File: src/rtl/uart_tx_ctrl.sv
// UART transmit controller: start bit, LSB-first payload, optional parity, stop bit.
// Define UART_TX_BACK_TO_BACK_EN to allow a new frame to be accepted during STOP.
module uart_tx_ctrl #(
  parameter int DATA_WIDTH = 8
) (
  input  logic                  CLK,
  input  logic                  RST,
  input  logic [DATA_WIDTH-1:0] P_DATA,
  input  logic                  DATA_VALID,
  input  logic                  PAR_EN,
  input  logic                  PAR_BIT,
  output logic                  TX_OUT,
  output logic                  BUSY
);

  localparam int CNT_W = $clog2(DATA_WIDTH);
  localparam logic [CNT_W-1:0] LAST_CNT = CNT_W'(DATA_WIDTH - 1);

  typedef enum logic [2:0] {
    S_IDLE,
    S_START,
    S_DATA,
    S_PARITY,
    S_STOP
  } state_t;

  state_t                state_q, state_d;
  logic [DATA_WIDTH-1:0] shreg_q;
  logic [CNT_W-1:0]      cnt_q;
  logic                  par_en_q;
  logic                  par_q;
  logic                  accept;
  logic                  tx_d;
  logic                  busy_d;

  assign accept = DATA_VALID & ~BUSY;

  always_ff @(posedge CLK or posedge RST) begin
    if (RST) begin
      state_q <= S_IDLE;
    end else begin
      state_q <= state_d;
    end
  end

  always_comb begin
    state_d = state_q;
    case (state_q)
      S_IDLE:   if (accept) state_d = S_START;
      S_START:  state_d = S_DATA;
      S_DATA:   if (cnt_q == LAST_CNT) state_d = par_en_q ? S_PARITY : S_STOP;
      S_PARITY: state_d = S_STOP;
      S_STOP: begin
`ifdef UART_TX_BACK_TO_BACK_EN
        state_d = accept ? S_START : S_IDLE;
`else
        state_d = S_IDLE;
`endif
      end
      default:  state_d = S_IDLE;
    endcase
  end

  // Outputs are derived from the next state and registered, so the line
  // never sees a combinational path from the inputs.
  always_comb begin
    tx_d   = 1'b1;
    busy_d = 1'b0;
    case (state_d)
      S_START: begin
        tx_d   = 1'b0;
        busy_d = 1'b1;
      end
      S_DATA: begin
        tx_d   = (state_q == S_DATA) ? shreg_q[1] : shreg_q[0];
        busy_d = 1'b1;
      end
      S_PARITY: begin
        tx_d   = par_q;
        busy_d = 1'b1;
      end
      S_STOP: begin
        tx_d = 1'b1;
`ifdef UART_TX_BACK_TO_BACK_EN
        busy_d = 1'b0;
`else
        busy_d = 1'b1;
`endif
      end
      default: begin
        tx_d   = 1'b1;
        busy_d = 1'b0;
      end
    endcase
  end

  always_ff @(posedge CLK or posedge RST) begin
    if (RST) begin
      TX_OUT <= 1'b1;
      BUSY   <= 1'b0;
    end else begin
      TX_OUT <= tx_d;
      BUSY   <= busy_d;
    end
  end

  // Parity is captured once, leaving START, so the generator may be re-strobed afterwards.
  always_ff @(posedge CLK or posedge RST) begin
    if (RST) begin
      shreg_q  <= '0;
      cnt_q    <= '0;
      par_en_q <= 1'b0;
      par_q    <= 1'b0;
    end else begin
      if (accept) begin
        shreg_q  <= P_DATA;
        par_en_q <= PAR_EN;
        cnt_q    <= '0;
      end else if (state_q == S_DATA) begin
        shreg_q <= shreg_q >> 1;
        cnt_q   <= cnt_q + CNT_W'(1);
      end
      if (state_q == S_START) begin
        par_q <= PAR_BIT;
      end
    end
  end

endmodule

File: config.mk
export PLATFORM = sky130hd
export DESIGN_NAME = uart_tx_ctrl
export DESIGN_NICKNAME = d
export VERILOG_FILES = /design/src/rtl/uart_tx_ctrl.sv
export SDC_FILE = /design/constraint.sdc
export NUM_CORES = 1
export LEC_CHECK = 0
export BUFFER_PORTS_ARGS = -buffer_cell sky130_fd_sc_hd__clkbuf_2
export CORE_MARGIN = 1
export CORE_UTILIZATION = 30
export CTS_BUF_LIST = sky130_fd_sc_hd__clkbuf_4
export CTS_CLUSTER_DIAMETER = 30
export DETAILED_ROUTE_END_ITERATION = 12
export GPL_TIMING_DRIVEN = 0
export PLACE_DENSITY = 0.52
export SETUP_SLACK_MARGIN = 0.5
export SLEW_MARGIN = 15
export SYNTH_ARGS = -nofsm -noshare
export SYNTH_HDL_FRONTEND = slang
export SYNTH_SLANG_ARGS = --single-unit
File: constraint.sdc
create_clock -name CLK -period 1.56 [get_ports CLK]
set_clock_uncertainty 0.05 [all_clocks]
set_input_delay 0.312 -clock CLK [delete_from_list [all_inputs] [get_ports CLK]]
set_output_delay 0.312 -clock CLK [all_outputs]
set_load 0.02 [all_outputs]
==> impl_metrics.toml <==
[worst_setup_path]
cp_cell_sequence = "nor2_4, and2_4, clkbuf_16, mux2i_1, o21ai_1"
slowest_delay_ps = 470
required_ps = 1690
start_kind = "flip-flop"
arrival_ps = 1570
end_kind = "flip-flop"
path_class = "reg2reg"
cpMaxStageDelayCell = "dfrtp_2"
critPathMaxFanout = 5

[floorplanning]
core_um2 = 2590
die_h_um = 55.4
die-width_um = 55.4
placementRows = 18
dieArea_um2 = 3070
initial_utilization_pct = 33.0
io_pins = 15

[clocking]
cts_made_buffers = 3
cts.reportedPaths.clkPinSlew_ps = 120
cts_root_buffer = "clkbuf_4"
cts.sinks = 18
cts_buffer_depth = 2
postCtsHoldBufs = 0
htree_levels = 1
clock_latency_ps = 300
cts_tree = "built"

[sta]
hold_violations = 0
setup_viol = 0
finalCriticalPeriod_ps = 1440
maxSlewHeadroom_pct = 53.7
worst_pin_slew_ps = 693
clock.fmax_mhz = 697
rsz0062_at_grt = "yes"
slew_viol_final = 0
finalSetupTns_ps = 0
fin_crit_sh_pct = 92.0
whs_ps = 29.7
setup_slack_ps = 125

[routing]
ant_nets = 0
wl_met1_mm = 1.00
wirelength_mm = 2.15
drt_first_pass_iters = 4
route.met3.wl_um = 52
wl_per_cell_um = 15.1
viasPerCell = 4.93
vias = 700
wl_met2_mm = 1.08
highest_layer = "met4"
drcViolationCount = 0
drtIter0Drc = 4

[yosys]
synth_top_cell_by_area = "dfrtp_1"
synth-edff-count = 0
seq_area_frac_synth_pct = 52.9
post_synth_main_area_contributors = "dfrtp_1 (50%), mux2i_1 (11%), o21ai_0 (4.7%)"
netlist_instances = 79
syn_nets = 94
synth_top_area_share_pct = 49.8
synth-seq-cells = 18
yosys.cell_types.count = 25
synthFlopType = "dfrtp_1"
netlist_top_cells_count = "dfrtp_1 (17), mux2i_1 (9), nand2_1 (8), o21ai_0 (8), nor2_1 (7)"
synth_most_common_cell = "dfrtp_1"
syn_avg_cell_area_um2 = 10.8
ys_async_sr_fraction_pct = 100
ys_warn_count = 0
syn-cell-area_um2 = 855

[finish]
regArea_um2 = 457
stdcell_area_um2 = 1330
final_nets = 128
syn2layout_area_growth_pct = 55.2
fill_cells = 227
multi_input_area_um2 = 470
n_antenna_cell = 0
final_layout_size_suffix_gt1_share_pct = 51.8
final_cells = 142

[grt]
track_usage_pct = 11.9
antenna_found_initial = 0
grt_pass1_wl_mm = 2.81
grt_max_degree = 19
grt_pass1_vias = 612
grt-ovfl-total = 0

[pwr]
power.internal_w = 0.00163
p_sw_w = 0.000955
power.density_nw_per_um2 = 1950
peakVddDrop_uv = 962
sequentialPowerShare_pct = 34.9
power_switching_share_pct = 37.0
power.leakage_nw = 0.597
power_frac_clock_pct = 9.6
p_comb_share_pct = 55.5

[hold_path]
hp-class = "in2async"

[placement]
placed_cells_incl_taps = 123
io_buffers = 14
place_congestion = 0.805
dpl_cell_area_um2 = 1000
dpl_worst_slack_ps = 64.4
hpwl_mm = 1.17

[job]
maxCapViolations = 0

[outcome]
status = "finished, final reports clean"
layer usage:
layer / vias to the layer above / track usage [%]
li1: 336 / -
met1: 354 / 15.5
met2: 8 / 18.6
met3: 2 / 2.81
met4: 0 / 5.36
met5: - / 0
cell families (layout without fill, tap and decap cells):
group	count (synthesis)	count (layout)	share of synthesized area [%]
simple gates	27	27	15.4
flops	18	18	52.9
compound gates	14	14	9.52
mux	11	11	13.2
buf+inv	6	39	5.12
fa+ha+maj	2	2	2.93
xor+xnor	1	1	1.03
layout by cell type, fill, tap and decap left out, types with 2 or more instances in the layout:
cell	count
a21oi_2	2
buf_12	2
buf_4	8
buf_6	5
buf_8	2
clkbuf_16	3
clkbuf_2	12
clkbuf_4	3
dfrtp_1	13
dfrtp_2	4
inv_1	2
mux2_4	2
mux2i_1	9
nand2_1	7
nand2b_1	2
nor2_1	5
nor2b_1	2
nor3_1	2
o21ai_1	7
worst max-delay path: cells and delay by family, from the launching register on:
family          cells  cell delay, ps
buf+inv             1             160
flops               1             470
simple gates        2             330
mux                 1             220
compound gates      1              80
sequential cells by signal, indices dropped and copies added (netlist names):
signal    flops
BUSY          1
state_q       3
TX_OUT        1
par_en_q      1
shreg_q       8
par_q         1
cnt_q         3
final timing paths:
kind / slack, ps / cells after the start / end / start
hold / removal: 30 / 2 / par_q$_DFFE_PP0P_ / RST
setup reg to reg: 120 / 5 / shreg_q[5]$_DFFE_PP0P_ / state_q[2]$_DFF_PP0_
setup / recovery: 120 / 5 / shreg_q[5]$_DFFE_PP0P_ / state_q[2]$_DFF_PP0_
min in group CLK: 160 / 3 / shreg_q[0]$_DFFE_PP0P_ / P_DATA[0]
hold reg to reg: 490 / 1 / state_q[1]$_DFF_PP0_ / state_q[2]$_DFF_PP0_
max in group asynchronous: 950 / 2 / state_q[1]$_DFF_PP0_ / RST
power groups by stage:
stage | Combinational (W) | Sequential [W] | Clock [W]
6_report | 0.00143 | 0.000902 | 0.000248
5_1_grt | 0.00152 | 0.000925 | 0.000280
4_1_cts | 0.00101 | 0.000888 | 0.000251
3_5_place_dp | 0.000823 | 0.000885 | 0
3_3_place_gp | 0.000802 | 0.000874 | 0
2_1_floorplan | 0.000646 | 0.000866 | 0
final cells by class:
class / instances / share of cell area, %
clock buffer: 3 / 1.70
timing repair buffer: 29 / 20.8
inverter: 3 / 1.04
buffer: 3 / 3.49
multi-input combinational: 55 / 35.5
tap: 30 / 2.83
sequential: 18 / 34.4
clock inverter: 1 / 0.283
metrics by stage:
stage / util [%] / total power [W]
after floorplan: - / 0.00151
after global placement: 38.6 / 0.00168
after detailed placement: 38.6 / 0.00171
after CTS: 43.6 / 0.00214
after global routing: 51.2 / 0.00272
final: 51.2 / 0.00258
timing repair:
item                                    in CTS  in global routing
pin swaps                                    6                  9
gates resized for setup                     14                 22
endpoints found under the setup margin      20                 20
cloned                                       0                  3
buffers inserted                             4                  8
No activity file was read; power rests on OpenSTA's default activity.
